[src/rtl/sd_emmc_ibuf_sync.sv]
// rtl/sd_emmc_ibuf_sync.sv - SD/eMMC pad capture: input buffer, synchroniser, glitch filter, edge and start-bit pulses

module sd_emmc_ibuf (
    input  logic i,
    output logic o
);
    assign o = i;
endmodule

module sd_emmc_ibuf_sync #(
    parameter int DATA_WIDTH  = 1,
    parameter int SYNC_STAGES = 2,
    parameter int FILT_CNT_W  = 4
) (
    input  logic                  clk,
    input  logic                  rst,
    input  logic [DATA_WIDTH-1:0] di_pad,
    input  logic                  en,
    input  logic [FILT_CNT_W-1:0] filt_len,
    output logic [DATA_WIDTH-1:0] di_raw_o,
    output logic [DATA_WIDTH-1:0] di_o,
    output logic [DATA_WIDTH-1:0] rise_o,
    output logic [DATA_WIDTH-1:0] fall_o,
    output logic                  start_o
);

    logic [DATA_WIDTH-1:0] di_buf;
    logic [DATA_WIDTH-1:0] sync_q [SYNC_STAGES];
    logic [DATA_WIDTH-1:0] upd;

    always_ff @(posedge clk) begin
        if (rst) begin
            for (int i = 0; i < SYNC_STAGES; i++) begin
                sync_q[i] <= '1;
            end
        end else begin
            sync_q[0] <= di_buf;
            for (int i = 1; i < SYNC_STAGES; i++) begin
                sync_q[i] <= sync_q[i-1];
            end
        end
    end

    assign di_raw_o = sync_q[SYNC_STAGES-1];

    for (genvar n = 0; n < DATA_WIDTH; n++) begin : g_bit
        logic [FILT_CNT_W-1:0] cnt;

        sd_emmc_ibuf u_ibuf (
            .i (di_pad[n]),
            .o (di_buf[n])
        );

        // Filtered value flips once the raw value has disagreed for filt_len+1 clocks.
        assign upd[n] = (di_raw_o[n] != di_o[n]) && (cnt >= filt_len);

        always_ff @(posedge clk) begin
            if (rst) begin
                di_o[n]   <= 1'b1;
                cnt       <= '0;
                rise_o[n] <= 1'b0;
                fall_o[n] <= 1'b0;
            end else if (!en) begin
                cnt       <= '0;
                rise_o[n] <= 1'b0;
                fall_o[n] <= 1'b0;
            end else begin
                rise_o[n] <= 1'b0;
                fall_o[n] <= 1'b0;
                if (di_raw_o[n] == di_o[n]) begin
                    cnt <= '0;
                end else if (upd[n]) begin
                    di_o[n]   <= di_raw_o[n];
                    cnt       <= '0;
                    rise_o[n] <= di_raw_o[n];
                    fall_o[n] <= ~di_raw_o[n];
                end else begin
                    cnt <= cnt + FILT_CNT_W'(1);
                end
            end
        end
    end

    // Start bit: bit 0 falls while the whole bus was idle-high.
    always_ff @(posedge clk) begin
        if (rst) begin
            start_o <= 1'b0;
        end else begin
            start_o <= en && upd[0] && (&di_o);
        end
    end

endmodule

[config.mk]
export PLATFORM = sky130hd
export DESIGN_NAME = sd_emmc_ibuf_sync
export DESIGN_NICKNAME = d
export VERILOG_FILES = /design/src/rtl/sd_emmc_ibuf_sync.sv
export SDC_FILE = /design/constraint.sdc
export NUM_CORES = 1
export LEC_CHECK = 0
export ABC_AREA = 0
export CAP_MARGIN = 40
export CORE_MARGIN = 5
export CORE_UTILIZATION = 35
export CTS_CLUSTER_SIZE = 8
export DETAILED_ROUTE_END_ITERATION = 12
export DONT_BUFFER_PORTS = 1
export SYNTH_ARGS = -nofsm -noshare
export SYNTH_HDL_FRONTEND = slang
export SYNTH_HIERARCHICAL = 1
export SYNTH_SLANG_ARGS = --single-unit
[constraint.sdc]
create_clock -name clk -period 1.4 [get_ports clk]
set_input_delay 0 -clock clk [delete_from_list [all_inputs] [get_ports clk]]
set_output_delay 0 -clock clk [all_outputs]
set_load 0.005 [all_outputs]
==> results.py, run 1 <==
metrics = {
    "die": {
        "rows": 13,
        "die_h_um": 46.5,
        "core-area_mm2": 0.00128,
        "initial_core_util_pct": 36.2,
        "dieArea_mm2": 0.00216,
        "boundaryPins": 13,
        "die_w_um": 46.5,
    },
    "critical_path": {
        "crit_start": "g_bit[0].cnt[1]$_SDFF_PP0_",
        "crit_path_end": "start_o$_SDFF_PP0_",
        "endpoint_kind": "flop",
        "critPathLaunchType": "flop",
        "r2r_end": "start_o$_SDFF_PP0_",
        "crit_required_ns": 1.53,
        "r2r-start": "g_bit[0].cnt[1]$_SDFF_PP0_",
        "critPathMaxFanout": 7,
        "critPathKind": "reg2reg",
        "rrSetupSlack_ns": 0.05,
        "critPathMaxStageDelay_ns": 0.36,
        "cp.arrival_ns": 1.48,
        "cp_slowest_cell": "dfxtp_2",
        "reg2reg_depth": 4,
        "crit_chain": "ha_4 -> o211ai_1 -> o21ai_2 -> nor3b_2",
    },
    "placed_design": {
        "gp_congestion": 0.651,
        "io_buffer_count": 0,
        "place_inst": 61,
        "dp_hpwl_um": 625,
    },
    "timing": {
        "fin_crit_ns": 1.35,
        "period_share_pct": 96.5,
        "finalSetupViolCount": 0,
        "final_max_slew_viol_count": 0,
        "rsz0062_at_grt": "yes",
        "worst_pin_slew_ns": 0.343,
        "maxClockFrequency_mhz": 740,
        "finClkSkew_ns": 0.00311,
        "hold_violations": 0,
        "slew-limit-headroom_pct": 77.1,
    },
    "drt": {
        "drt-total-wl_um": 837,
        "wl_per_cell_um": 12.1,
        "vias_per_cell": 4.86,
        "drtIter0Drc": 2,
        "drtAntennaViolNets": 0,
        "drc": 0,
        "vias": 335,
        "firstDrtPassIters": 2,
    },
    "final_layout": {
        "area_growth_pct": 28.8,
        "n_antenna_cell": 0,
        "utilization_pct": 46.6,
        "layout.nets": 69,
        "stdcell_count": 69,
        "layout-drive-gt1-share_pct": 31.5,
    },
    "flow_run": {
        "drv_cap": 0,
    },
    "clocking": {
        "clk_pin_slew_ns": 0.06,
        "cts-root-buf": "clkbuf_4",
        "clock_path_buffers": 2,
        "numCtsBuffers": 3,
        "cts_sinks": 10,
        "cts_tree": "yes",
        "clkLatencyLatePin_ns": 0.25,
        "cts_max_level": 1,
    },
    "logic_synthesis": {
        "synthArstFlopShare_pct": 0,
        "syn_avg_cell_area_um2": 10.1,
        "synthTopCellsByCount": "dfxtp_1, inv_1, nor3_1, ha_1, nor3b_1",
        "syn_area_um2": 465,
        "netlist_instances": 46,
        "yosys.area.top_type": "dfxtp_1",
        "synth_edf_count": 0,
        "ys_seq_area_share_pct": 43.0,
        "synth_fp_nets": 59,
        "synthFlopType": "dfxtp_1",
        "yosysWarnings": 6,
        "ys_types": 19,
        "yosys-top-cells-area": "dfxtp_1, ha_1, nor3_1",
        "synth.most_common_cell": "dfxtp_1",
        "synth.ff_latch_count": 10,
        "synth_top_area_share_pct": 43.0,
    },
    "global_route": {
        "grt_max_degree": 8,
        "first_global_vias": 305,
        "grt_first_pass_wirelength_mm": 1.29,
        "track_usage_pct": 8.90,
        "overflow": 0,
        "grt_antenna_before_repair": 0,
    },
    "pwr": {
        "power.total_w": 0.000520,
        "peakVddDrop_mv": 0.737,
        "p_leak_nw": 0.241,
        "p_per_area_mw_per_mm2": 868,
    },
    "min_path": {
        "hold_path_startpoint": "rst",
        "worstHoldPathType": "in2reg",
        "hold_depth": 2,
    },
    "outcome": {
        "outcome": "complete, no violations",
    },
}
per-layer routing:
layer | vias up | part of all wire, % | wire, um | global-route usage, %
met3 | 0 | 9.4 | 79 | 7.03
met4 | 0 | 0 | 0 | 3.41
met5 | - | 0 | 0 | 0
met1 | 146 | 44 | 370 | 11.5
met2 | 11 | 46 | 388 | 10.7
li1 | 178 | - | - | -
report_power, final:
part / switching (W) / internal, W / total (W)
Combinational: 0.0000188 / 0.0000263 / 0.0000451
Clock: 0.0000846 / 0.0000986 / 0.000183
Sequential: 0.00000352 / 0.000288 / 0.000292
Total: 0.000107 / 0.000413 / 0.000520
timing repair:
action	in CTS	in global routing
hold buffers	4	0
endpoints found under the hold margin	9	0
resized for setup	0	9
endpoints found under the setup margin	0	6
setup buffers	0	1
critical path: cells and delay by family (launching register included):
kind	cells	cell delay (ns)
simple gates	1	0.19
fa+ha+maj	1	0.20
flops	1	0.36
compound gates	2	0.49
worst min path at each step:
stage | slack, ns | end
floorplan | 0.11 | sync_q[0][0]$_SDFF_PP1_
finish | 0.03 | g_bit[0].cnt[1]$_SDFF_PP0_
detailed placement | 0.11 | sync_q[0][0]$_SDFF_PP1_
global route | 0.05 | fall_o$_SDFF_PP0_
CTS | 0.01 | fall_o$_SDFF_PP0_
global placement | 0.11 | sync_q[0][0]$_SDFF_PP1_
cells in the final DEF (no fill, tap or decap), types with 3 or more instances in the layout:
master         count
dlygate4sd3_1      4
clkbuf_4           3
dfxtp_1            7
dfxtp_2            3
inv_1              6
nor3_1             6
ha_1               3
cell type report:
cell class / instances / area, um^2
clock buffer: 3 / 22.5
fill: 124 / 686
inverter: 6 / 22.5
multi-input combinational: 29 / 277
sequential: 10 / 204
tap: 15 / 18.8
timing repair buffer: 6 / 55.1
through the flow:
step / instance area, um^2 / hold slack [ns] / worst slack [ns] / setup TNS [ns]
floorplan: 465 / 0.107 / 0.118 / 0
global placement: 484 / 0.108 / 0.0710 / 0
detailed placement: 484 / 0.108 / 0.0595 / 0
CTS: 547 / 0.0121 / 0.0470 / 0
global route: 599 / 0.0469 / -0.0316 / -0.0718
finish: 599 / 0.0336 / 0.0494 / 0
cells by family (layout without fill, tap and decap cells):
logic type / after synthesis / in the layout / synth area share [%]
AND/OR/NAND/NOR: 16 / 16 / 22.8
flip-flops: 10 / 10 / 43.0
buffers and inverters: 7 / 15 / 6.45
adder cells (fa/ha/maj): 5 / 5 / 13.4
AO/OA/AOI/OAI: 5 / 5 / 8.60
XOR/XNOR: 3 / 3 / 5.65
registers in the layout, summed over array words and instances, names as in the netlist:
register	cells
start_o	1
fall_o	1
di_o	1
g_bit.cnt	4
rise_o	1
sync_q	2
Note: power is estimated with default switching activity, not from simulation.
==> run 2, diff against run 1 <==
--- a/config.mk
+++ b/config.mk
@@ -9,6 +9,7 @@
 export CAP_MARGIN = 40
 export CORE_MARGIN = 5
 export CORE_UTILIZATION = 35
+export CTS_CLUSTER_DIAMETER = 40
 export CTS_CLUSTER_SIZE = 8
 export DETAILED_ROUTE_END_ITERATION = 12
 export DONT_BUFFER_PORTS = 1
==> constraint.sdc (replaced) <==
create_clock -name clk -period 1.4 [get_ports clk]
set_input_delay 0.14 -clock clk [delete_from_list [all_inputs] [get_ports clk]]
set_output_delay 0.14 -clock clk [all_outputs]
set_load 0.005 [all_outputs]
==> results.py, run 2 (synthesized netlist as in run 1, its figures left out) <==
metrics = {
    "outcome": {
        "outcome": "complete, no violations",
    },
    "drt": {
        "vias": 331,
        "drt-total-wl_um": 811,
        "drtAntennaViolNets": 0,
        "drc": 0,
        "vias_per_cell": 4.87,
        "wl_per_cell_um": 11.9,
        "drtIter0Drc": 2,
        "firstDrtPassIters": 2,
    },
    "global_route": {
        "grtUsageMet2_pct": 10.2,
        "grt_use_met3_pct": 7.42,
        "grt_antenna_before_repair": 0,
        "grt_max_degree": 8,
        "first_global_vias": 296,
        "busiest_layer": "met1",
        "met1_usage_pct": 11.2,
        "track_usage_pct": 8.74,
        "overflow": 0,
        "grt_first_pass_wirelength_mm": 1.27,
    },
    "clocking": {
        "cts_tree": "yes",
        "cts_sinks": 10,
        "clk_pin_slew_ns": 0.06,
        "clock_path_buffers": 2,
        "numCtsBuffers": 3,
        "cts_max_level": 1,
        "cts-root-buf": "clkbuf_4",
        "clkLatencyLatePin_ns": 0.25,
    },
    "critical_path": {
        "r2r_end": "start_o$_SDFF_PP0_",
        "reg2reg_depth": 4,
        "endpoint_kind": "flop",
        "critPathMaxFanout": 7,
        "critPathKind": "reg2reg",
        "critPathLaunchType": "flop",
        "cp.arrival_ns": 1.48,
        "rrSetupSlack_ns": 0.05,
        "r2r-start": "g_bit[0].cnt[1]$_SDFF_PP0_",
        "crit_required_ns": 1.53,
    },
    "final_layout": {
        "max_flop_register": "g_bit.cnt",
        "layout-drive-gt1-share_pct": 32.1,
        "layout_commonest_cell": "dfxtp_1",
        "layout.nets": 68,
        "largest_reg_flops": 4,
        "stdcell_count": 68,
        "n_antenna_cell": 0,
        "final_area_um2": 589,
        "utilization_pct": 45.9,
        "area_growth_pct": 26.6,
        "reg.largest.list": "g_bit.cnt: 4 flops, sync_q: 2 flops",
        "final_cell_mix": "dfxtp_1, inv_1, nor3_1",
    },
    "min_path": {
        "worstHoldPathType": "in2reg",
        "hold_path_startpoint": "rst",
        "min_to": "di_o$_SDFFE_PP1P_",
        "hold_depth": 2,
    },
    "timing": {
        "maxClockFrequency_mhz": 741,
        "final.setup.tns_ns": 0,
        "finalSetupViolCount": 0,
        "worst_pin_slew_ns": 0.343,
        "slew-limit-headroom_pct": 77.1,
        "final_max_slew_viol_count": 0,
        "rsz0062_at_grt": "yes",
        "period_share_pct": 96.4,
        "hold_violations": 0,
        "timing.hold.ws_ns": 0.0981,
        "fin_crit_ns": 1.35,
        "finClkSkew_ns": 0.00239,
    },
    "placed_design": {
        "dp_hpwl_um": 625,
        "io_buffer_count": 0,
        "placed_cell_area_um2": 484,
        "gp_congestion": 0.651,
        "place_inst": 61,
    },
    "pwr": {
        "p_int_w": 0.000411,
        "p_per_area_mw_per_mm2": 875,
        "pwr-share-clk_pct": 35.4,
        "combPwrFrac_pct": 8.1,
        "p_leak_nw": 0.236,
        "peakVddDrop_mv": 0.733,
        "p_seq_share_pct": 56.6,
        "sw_frac_of_total_pct": 20.3,
        "power.switching_w": 0.000105,
    },
    "die": {
        "initial_core_util_pct": 36.2,
        "dieArea_mm2": 0.00216,
        "boundaryPins": 13,
        "die_h_um": 46.5,
        "rows": 13,
        "core-area_mm2": 0.00128,
        "die_w_um": 46.5,
    },
    "flow_run": {
        "drv_cap": 0,
    },
}
==> run 2: critical path, stage by stage, from the launching register on <==
cell	delay (ns)
dfxtp_2	0.36
ha_4	0.20
o211ai_1	0.32
o21ai_2	0.17
nor3b_2	0.19
==> run 2: power by group through the flow <==
stage | registers, W | clock network (W) | logic, W
3_3_place_gp | 0.000298 | 0 | 0.0000245
3_5_place_dp | 0.000298 | 0 | 0.0000252
2_1_floorplan | 0.000297 | 0 | 0.0000228
6_report | 0.000292 | 0.000182 | 0.0000416
4_1_cts | 0.000292 | 0.000190 | 0.0000315
5_1_grt | 0.000292 | 0.000206 | 0.0000459
==> run 2: metal layers <==
layer / vias to the layer above / part of all wire (%)
li1: 176 / -
met1: 144 / 45
met4: 0 / 0
met5: - / 0
met3: 0 / 10
met2: 11 / 45
==> run 2: worst max path at each step <==
stage,from,to,depth (start not counted)
CTS,g_bit[0].cnt[3]$_SDFF_PP0_,rise_o$_SDFF_PP0_,4
global placement,g_bit[0].cnt[3]$_SDFF_PP0_,start_o$_SDFF_PP0_,4
finish,g_bit[0].cnt[1]$_SDFF_PP0_,start_o$_SDFF_PP0_,4
global route,g_bit[0].cnt[1]$_SDFF_PP0_,start_o$_SDFF_PP0_,4
floorplan,g_bit[0].cnt[0]$_SDFF_PP0_,fall_o$_SDFF_PP0_,5
detailed placement,g_bit[0].cnt[3]$_SDFF_PP0_,rise_o$_SDFF_PP0_,4
==> run 2: final cells by class <==
type | count | area (um^2)
repair buffers | 5 | 45.0
inverters | 6 | 22.5
flip-flops and latches | 10 | 204
well taps | 15 | 18.8
clock buffers | 3 | 22.5
multi-input cells | 29 | 277
fillers | 122 | 696
==> run 2: metrics by stage <==
step / setup slack, ns / total power (W)
after floorplan: 0.118 / 0.000320
after global placement: 0.0710 / 0.000323
after detailed placement: 0.0595 / 0.000323
after CTS: 0.0470 / 0.000513
after global routing: -0.0316 / 0.000544
final: 0.0501 / 0.000516
==> run 2: repair_timing <==
item,in CTS,in global routing
resized for setup,0,9
endpoints found under the setup margin,0,6
setup buffers,0,1
endpoints found under the hold margin,2,0
hold buffers,3,0
